`src/rtl/vga_timing_pkg.sv`:
```
// rtl/vga_timing_pkg.sv - 640x480@60 VGA timing defaults, derived totals and coordinate type
package vga_timing_pkg;

  localparam int DIV_DEFAULT = 4;

  localparam int H_DISP  = 640;
  localparam int H_FP    = 16;
  localparam int H_SW    = 96;
  localparam int H_BP    = 48;
  localparam int V_DISP  = 480;
  localparam int V_FP    = 10;
  localparam int V_SW    = 2;
  localparam int V_BP    = 33;

  localparam int H_TOTAL      = H_DISP + H_FP + H_SW + H_BP;
  localparam int V_TOTAL      = V_DISP + V_FP + V_SW + V_BP;
  localparam int H_SYNC_START = H_DISP + H_FP;
  localparam int H_SYNC_END   = H_DISP + H_FP + H_SW - 1;
  localparam int V_SYNC_START = V_DISP + V_FP;
  localparam int V_SYNC_END   = V_DISP + V_FP + V_SW - 1;

  localparam int COORD_LIMIT = 1024;

  typedef logic [9:0] pix_coord_t;

endpackage

```
`src/rtl/vga_sync_gen_if.sv`:
```
// rtl/vga_sync_gen_if.sv - timing outputs bundle from vga_sync_gen to the graphics path and pins
interface vga_sync_if;
  import vga_timing_pkg::*;

  logic       p_tick;
  pix_coord_t pix_x;
  pix_coord_t pix_y;
  logic       video_on;
  logic       hsync;
  logic       vsync;
  logic       frame_tick;

  modport master (output p_tick, pix_x, pix_y, video_on, hsync, vsync, frame_tick);
  modport slave  (input  p_tick, pix_x, pix_y, video_on, hsync, vsync, frame_tick);

endinterface

```
`src/rtl/vga_tick_div.sv`:
```
// rtl/vga_tick_div.sv - pixel enable divider: one clk-wide p_tick every DIV clocks
module vga_tick_div #(
  parameter int DIV = 4
) (
  input  logic clk,
  input  logic reset,
  output logic p_tick
);

  localparam int W = $clog2(DIV);
  localparam logic [W-1:0] LAST = W'(DIV - 1);

  if (DIV < 2) begin : g_bad_div
    $error("vga_tick_div: DIV must be at least 2");
  end

  logic [W-1:0] div_cnt;

  always_ff @(posedge clk or posedge reset) begin
    if (reset) begin
      div_cnt <= '0;
    end else if (div_cnt == LAST) begin
      div_cnt <= '0;
    end else begin
      div_cnt <= div_cnt + 1'b1;
    end
  end

  assign p_tick = (div_cnt == LAST);

endmodule

```
`src/rtl/vga_sync_gen.sv`:
```
// rtl/vga_sync_gen.sv - VGA h/v counters and sync/active decode; VGA_SYNC_REG_EN registers the decodes
module vga_sync_gen
  import vga_timing_pkg::*;
#(
  parameter int DIV      = DIV_DEFAULT,
  parameter int HD       = H_DISP,
  parameter int HFP      = H_FP,
  parameter int HSW      = H_SW,
  parameter int HBP      = H_BP,
  parameter int VD       = V_DISP,
  parameter int VFP      = V_FP,
  parameter int VSW      = V_SW,
  parameter int VBP      = V_BP,
  parameter bit SYNC_POL = 1'b0
) (
  input  logic     clk,
  input  logic     reset,
  vga_sync_if.master vga
);

  localparam int HTOT = HD + HFP + HSW + HBP;
  localparam int VTOT = VD + VFP + VSW + VBP;

  localparam pix_coord_t H_LAST   = pix_coord_t'(HTOT - 1);
  localparam pix_coord_t V_LAST   = pix_coord_t'(VTOT - 1);
  localparam pix_coord_t H_ACT    = pix_coord_t'(HD);
  localparam pix_coord_t V_ACT    = pix_coord_t'(VD);
  localparam pix_coord_t HS_FIRST = pix_coord_t'(HD + HFP);
  localparam pix_coord_t HS_LAST  = pix_coord_t'(HD + HFP + HSW - 1);
  localparam pix_coord_t VS_FIRST = pix_coord_t'(VD + VFP);
  localparam pix_coord_t VS_LAST  = pix_coord_t'(VD + VFP + VSW - 1);

  if (HTOT > COORD_LIMIT || VTOT > COORD_LIMIT) begin : g_bad_total
    $error("vga_sync_gen: HTOT and VTOT must not exceed 1024");
  end

  logic       p_tick;
  pix_coord_t h_cnt, v_cnt;
  pix_coord_t h_nxt, v_nxt;

  vga_tick_div #(.DIV(DIV)) u_tick_div (
    .clk    (clk),
    .reset  (reset),
    .p_tick (p_tick)
  );

  // Corner (H_LAST, V_LAST) wraps both counters to (0,0) on one edge
  always_comb begin
    h_nxt = h_cnt;
    v_nxt = v_cnt;
    if (p_tick) begin
      if (h_cnt == H_LAST) begin
        h_nxt = '0;
        v_nxt = (v_cnt == V_LAST) ? '0 : v_cnt + 1'b1;
      end else begin
        h_nxt = h_cnt + 1'b1;
      end
    end
  end

  always_ff @(posedge clk or posedge reset) begin
    if (reset) begin
      h_cnt <= '0;
      v_cnt <= '0;
    end else begin
      h_cnt <= h_nxt;
      v_cnt <= v_nxt;
    end
  end

  // Returns {video_on, hsync, vsync} for a counter pair
  function automatic logic [2:0] decode(pix_coord_t h, pix_coord_t v);
    logic von, hs, vs;
    von = (h < H_ACT) && (v < V_ACT);
    hs  = (h >= HS_FIRST && h <= HS_LAST) ? SYNC_POL : ~SYNC_POL;
    vs  = (v >= VS_FIRST && v <= VS_LAST) ? SYNC_POL : ~SYNC_POL;
    return {von, hs, vs};
  endfunction

`ifdef VGA_SYNC_REG_EN
  logic video_on_q, hsync_q, vsync_q;

  // Loading from the next-state counters keeps zero latency versus pix_x/pix_y
  always_ff @(posedge clk or posedge reset) begin
    if (reset) begin
      video_on_q <= 1'b1;
      hsync_q    <= ~SYNC_POL;
      vsync_q    <= ~SYNC_POL;
    end else begin
      {video_on_q, hsync_q, vsync_q} <= decode(h_nxt, v_nxt);
    end
  end

  assign vga.video_on = video_on_q;
  assign vga.hsync    = hsync_q;
  assign vga.vsync    = vsync_q;
`else
  assign {vga.video_on, vga.hsync, vga.vsync} = decode(h_cnt, v_cnt);
`endif

  assign vga.p_tick     = p_tick;
  assign vga.pix_x      = h_cnt;
  assign vga.pix_y      = v_cnt;
  assign vga.frame_tick = p_tick && (h_cnt == H_LAST) && (v_cnt == V_LAST);

endmodule

```
`src/flat_wrapper.sv`:
```
// flat-port wrapper written by rule: the top's interface ports become plain ports
module vga_sync_gen_flat import vga_timing_pkg::*;
#(
  parameter int DIV      = DIV_DEFAULT,
  parameter int HD       = H_DISP,
  parameter int HFP      = H_FP,
  parameter int HSW      = H_SW,
  parameter int HBP      = H_BP,
  parameter int VD       = V_DISP,
  parameter int VFP      = V_FP,
  parameter int VSW      = V_SW,
  parameter int VBP      = V_BP,
  parameter bit SYNC_POL = 1'b0
)
  (clk, reset, vga_p_tick, vga_pix_x, vga_pix_y, vga_video_on, vga_hsync, vga_vsync, vga_frame_tick);
  vga_sync_if vga_i ();
  input  logic clk;
  input  logic reset;
  output wire logic [$bits(vga_i.p_tick)-1:0] vga_p_tick;
  output wire logic [$bits(vga_i.pix_x)-1:0] vga_pix_x;
  output wire logic [$bits(vga_i.pix_y)-1:0] vga_pix_y;
  output wire logic [$bits(vga_i.video_on)-1:0] vga_video_on;
  output wire logic [$bits(vga_i.hsync)-1:0] vga_hsync;
  output wire logic [$bits(vga_i.vsync)-1:0] vga_vsync;
  output wire logic [$bits(vga_i.frame_tick)-1:0] vga_frame_tick;
  assign vga_p_tick = vga_i.p_tick;
  assign vga_pix_x = vga_i.pix_x;
  assign vga_pix_y = vga_i.pix_y;
  assign vga_video_on = vga_i.video_on;
  assign vga_hsync = vga_i.hsync;
  assign vga_vsync = vga_i.vsync;
  assign vga_frame_tick = vga_i.frame_tick;
  vga_sync_gen #(.DIV(DIV), .HD(HD), .HFP(HFP), .HSW(HSW), .HBP(HBP), .VD(VD), .VFP(VFP), .VSW(VSW), .VBP(VBP), .SYNC_POL(SYNC_POL)) u_core (.clk(clk), .reset(reset), .vga(vga_i));
endmodule
```
`config.mk`:
```
export PLATFORM = sky130hd
export DESIGN_NAME = vga_sync_gen_flat
export DESIGN_NICKNAME = d
export VERILOG_FILES = /design/src/rtl/vga_timing_pkg.sv /design/src/rtl/vga_sync_gen_if.sv /design/src/rtl/vga_tick_div.sv /design/src/rtl/vga_sync_gen.sv /design/src/flat_wrapper.sv
export SDC_FILE = /design/constraint.sdc
export NUM_CORES = 1
export LEC_CHECK = 0
export ABC_AREA = 1
export BUFFER_PORTS_ARGS = -buffer_cell sky130_fd_sc_hd__buf_2
export CORE_MARGIN = 10
export CORE_UTILIZATION = 45
export DETAILED_ROUTE_END_ITERATION = 6
export PLACE_DENSITY = 0.67
export RECOVER_POWER = 50
export SLEW_MARGIN = 0
export SYNTH_ARGS = -nofsm -noshare
export SYNTH_HDL_FRONTEND = slang
export SYNTH_SLANG_ARGS = --single-unit
```
`constraint.sdc`:
```
create_clock -name clk -period 2.1 [get_ports clk]
set_input_delay 0.315 -clock clk [delete_from_list [all_inputs] [get_ports clk]]
set_output_delay 0.315 -clock clk [all_outputs]
set_load 0.01 [all_outputs]
```
# Yosys cells after proc, flatten, opt, wreduce, memory -nomap -nowiden

Cells that the tools add are included.

Flip-flop bits (word level): 22
Input port bits: 2
Output and inout port bits: 25
Logic and storage cells: 26

$add $sub $neg: 3
Order comparisons: 6
Equality and inequality tests: 3
Mux-type cells: 5
Reduce and logical (&&, ||, !) cells: 6

Operator list:

| cell                                                               | number |
|---|---|
| adder 10 x 1 -> 10 bit, second input constant                      | 2 |
| equality test 10 bit, second input constant                        | 2 |
| two-way mux 10 bit                                                 | 2 |
| greater-or-equal comparator 10 bit, second input constant          | 1 |
| greater-or-equal comparator 10 x 9 -> 1 bit, second input constant | 1 |
| less-or-equal comparator 10 bit, second input constant             | 1 |
| less-or-equal comparator 10 x 9 -> 1 bit, second input constant    | 1 |
| less-than comparator 10 bit, second input constant                 | 1 |
| less-than comparator 10 x 9 -> 1 bit, second input constant        | 1 |
| logical AND 1 bit                                                  | 5 |
| adder 2 x 1 -> 2 bit, second input constant                        | 1 |
| equality test 2 bit, second input constant                         | 1 |
| two-way mux 1 bit                                                  | 2 |
| two-way mux 2 bit                                                  | 1 |
| AND reduction 2 bit                                                | 1 |

# Longest topological paths before layout

Word-level depth: 3
Mapped depth: 9
Depth with buffers taken out: 9

# Modules after synthesis

From an unflattened synthesis, not the netlist that was laid out.

Cells, all modules: 163
Area, all modules: 1336.3 sq um

By module, submodules not included:

| module       | instances | cells an instance | area each (sq um) |
|---|---|---|---|
| vga_sync_gen | 1         | 158               | 1266.2 |
| vga_tick_div | 1         | 5                 | 70.1 |

# Worst setup path after synthesis

Ideal clock, no wire load.

Kind: register -> output
From: register u_core.h_cnt[0], in the netlist u_core.vga.pix_x[0]
To: output port vga_frame_tick
Data arrival time: 1.387 ns
Data required time: 1.785 ns
Slack: 0.398 ns
Stages on the path, launching flop included: 9
Buffers on the path: 1
Cell sequence: dfrtp_1 -> ha_1 -> nand2_1 -> nor2_1 -> nand2_1 -> nor2_4 -> inv_2 -> buf_6 -> nor3_2

Longest elaborated chain between the ends: 3

RTL lines:

| item                            | line                | text |
|---|---|---|
| start, declared                 | vga_sync_gen.sv:38  | `pix_coord_t h_cnt, v_cnt;` |
| start signal, assigned          | vga_sync_gen.sv:66  | `h_cnt <= h_nxt;` |
| equality test 10 bit            | vga_sync_gen.sv:104 | `assign vga.frame_tick = p_tick && (h_cnt == H_LAST) && (v_cnt == V_LAST);` |
| logical AND 1 bit (2 in series) | vga_sync_gen.sv:104 |  |
| end, declared                   | flat_wrapper.sv:25  | `output wire logic [$bits(vga_i.frame_tick)-1:0] vga_frame_tick;` |

No other way between the ends.

# Worst setup path after layout

Ends and elaborated chain as after synthesis.

==> results.json <==
{
  "status": "complete, no violations",
  "worstMarginPinSlew_ps": 1190,
  "route.detailed.drc": 0,
  "fin_skew_ps": 2.10,
  "die_outline_area_um2": 5560,
  "buffer_ports.inserted": 26,
  "grt_remaining_overflow": 0,
  "synth_fp_nets": 186,
  "final_standard_cell_count_with_taps_included_and_fillers_excluded": 244,
  "rsz0062_at_grt": "yes",
  "p_sw_mw": 0.142,
  "arrival_ps": 1710,
  "fp-row-count": 19,
  "worstSetupPathType": "flop to primary output",
  "final_max_slew_viol_count": 0,
  "gpl.final_weighted_congestion": 0.833,
  "wl_mm": 3.08,
  "final_critical_path_setup_slack_ps": 70.7,
  "grt_pass1_wl_mm": 5.15,
  "finalCriticalPeriod_ps": 2030,
  "n_fill_cell": 271,
  "switching_fraction_pct": 21.2,
  "place.detailed.hpwl_mm": 2.28,
  "antennaDiodeCount": 0,
  "total_vias_in_the_final_route": 1235,
  "x_dimension_of_the_die_um": 74.6,
  "routed_wire_length_per_instance_um": 12.6,
  "gr-usage-all-layers_pct": 11.5,
  "placement.setup.worst_slack_ps": 390,
  "hold_viol": 0,
  "synth.avg_cell_area_um2": 7.54,
  "yosys-top-cells-area": "dfrtp_1 (41%), nand2_1 (12%), inv_1 (6.7%)",
  "largest_vdd_supply_drop_uv": 274,
  "initial_core_util_pct": 47.8,
  "place_area_um2": 1500,
  "synth.cell_area_um2": 1340,
  "vertical_die_dimension_um": 74.6,
  "num_io_pins": 27,
  "cts_inserted_buffers": 3,
  "ys_seq_elements": 22,
  "synth.top_cell.area_share_pct": 41.0,
  "crit_path_start": "u_core.vga.pix_x[0]",
  "timing.hold.worst.class": "primary input to asynchronous set/reset pin",
  "p_comb_share_pct": 1.4,
  "h-tree-depth": 1,
  "layout.nets": 222,
  "root_buffer": "clkbuf_4",
  "max_cap_violations": 0,
  "timing.final.setup_violations": 0,
  "tritoncts_clock_tree": "built",
  "power.share.clock_pct": 35.6,
  "fmax_mhz": 493,
  "yosys_warnings": 0,
  "core-area_um2": 2810,
  "vias_per_cell": 5.06,
  "critPathRequiredTime_ps": 1780,
  "drtAntennaViolNets": 0,
  "antenna_found_initial": 0,
  "clk_transition_reported_paths_ps": 120,
  "seq_power_share_pct": 62.9,
  "first_global_vias": 1138,
  "netlist-cell-type-count": 25,
  "layout.cell_area.non_filler_um2": 1600,
  "critical_path_peak_fanout": 4,
  "dr.pass1.iters": 4,
  "share_of_final_layout_standard_cells_stronger_than_drive_strength_1_pct": 25.4,
  "cts_hold_buf": 0,
  "final_core_util_pct": 57.0,
  "clockBufferDepth": 2,
  "syn-instance-count": 178,
  "startpoint_of_the_worst_slack_reg_to_reg_timing_path": "u_core.vga.pix_x[0]",
  "drt_iter0_drc": 68,
  "static-leakage-power_nw": 0.831,
  "power_density_relative_to_cell_area_nw_per_um2": 421,
  "post-route-period-util_pct": 96.6,
  "grt_start_max_net_pins": 23,
  "place.detailed.instances": 234,
  "sequential_element_share_of_the_synthesized_area_pct": 41.0,
  "worstSkewPairLatency_ps": 310,
  "end_kind": "primary output",
  "synth.largest_area_cell": "dfrtp_1",
  "worst_setup_start_kind": "flop",
  "total_power_mw": 0.673,
  "slew_headroom_pct": 20.6,
  "clk_sink_count": 22,
  "cell_internal_pwr_mw": 0.531,
  "flow.area_growth_from_synthesis_pct": 19.2
}
## power groups by stage
stage | logic (mW) | clock network [mW] | registers (mW)
final | 0.00957 | 0.240 | 0.424
after global routing | 0.0115 | 0.265 | 0.424
after CTS | 0.0115 | 0.248 | 0.424
after detailed placement | 0.0116 | 0 | 0.432
after global placement | 0.0113 | 0 | 0.432
after floorplan | 0.00632 | 0 | 0.432
## synthesized netlist by cell type
master,instances
inv_2,2
ha_1,6
a21oi_1,4
nand2_1,44
xor2_1,6
nand3_2,1
buf_6,2
nand4_1,3
nor3_2,1
nor2_1,24
nand3_1,16
nor2_4,1
dfrtp_1,22
buf_4,1
nor2_2,2
nor4_1,1
o21ai_0,5
or2_2,1
nor3_1,5
and3_1,1
o21ai_2,3
inv_1,24
xnor2_1,1
o211ai_1,1
a31oi_1,1
## cell type report
cell class                 instances  area (um^2)  area share, %
timing repair buffer              34          186           11.7
multi-input combinational        127          684           42.8
tap                               31         38.8           2.43
sequential                        22          551           34.4
clock buffer                       4         36.3           2.27
inverter                          26          103           6.42
## worst paths after layout
| check | cells after the start | endpoint | slack (ps) |
|---|---|---|---|
| max in group asynchronous | 3 | u_core.vga.pix_y[7] | 1040 |
| worst max-delay path | 8 | vga_frame_tick | 70 |
| worst min-delay path | 3 | u_core.u_tick_div.div_cnt[1] | 350 |
| worst max register to register | 8 | u_core.vga.pix_y[6] | 490 |
| worst min register to register | 1 | u_core.u_tick_div.div_cnt[0] | 440 |
| min in group clk | 1 | u_core.u_tick_div.div_cnt[0] | 440 |
## critical path, cell delays in order (launching register included)
cell      delay, ps
dfrtp_1         420
ha_2            220
nand2_1          70
nor2_2          140
nand2_2          90
nor2_4          130
clkinv_4         80
nor3_4          100
buf_2           150
## stage by stage
step	setup TNS [ps]	hold WS, ps
2_1_floorplan	0	304
3_3_place_gp	0	366
3_5_place_dp	0	372
4_1_cts	0	14.7
5_1_grt	-67.4	454
6_report	0	353
## kinds of logic after synthesis
group	count (synthesis)	synth area share, %
DFF	22	41.0
AOI/OAI and AO/OA	14	6.34
buffers and inverters	29	9.52
adders and majority gates	6	5.60
and+or+nand+nor	100	32.9
xor gates and xnor gates	7	4.57
## sequential cells by signal, summed over array words and instances (netlist names)
| signal | flops |
|---|---|
| u_core.u_tick_div.div_cnt | 2 |
| u_core.vga.pix_y | 10 |
| u_core.vga.pix_x | 10 |
## metal layers
metal  up-vias  part of all wire, %  global-route usage [%]
met5         -                    0                       0
met1       567                   46                    14.4
met2        30                   46                    18.3
li1        633                    -                       -
met3         5                  6.2                    2.93
met4         0                  1.4                    5.04
## cells in the final DEF, fill, tap and decap left out, types with 2 or more instances in the layout
| master | count |
|---|---|
| a21oi_1 | 4 |
| inv_2 | 2 |
| nor2_2 | 3 |
| ha_2 | 2 |
| inv_1 | 23 |
| nand4_1 | 3 |
| clkbuf_4 | 3 |
| buf_4 | 7 |
| nand2_1 | 43 |
| nand3_1 | 16 |
| o21ai_0 | 5 |
| xor2_1 | 6 |
| o21ai_2 | 3 |
| nor2_1 | 23 |
| nor3_1 | 4 |
| buf_2 | 26 |
| ha_1 | 4 |
| dfrtp_1 | 22 |
## what timing repair did
action                                 4_1_cts  5_1_grt
resized for setup                            0       10
setup endpoints to repair                    0        1
setup buffers                                0        6
endpoints found under the hold margin        0        0
(Power assumes the default switching activity.)
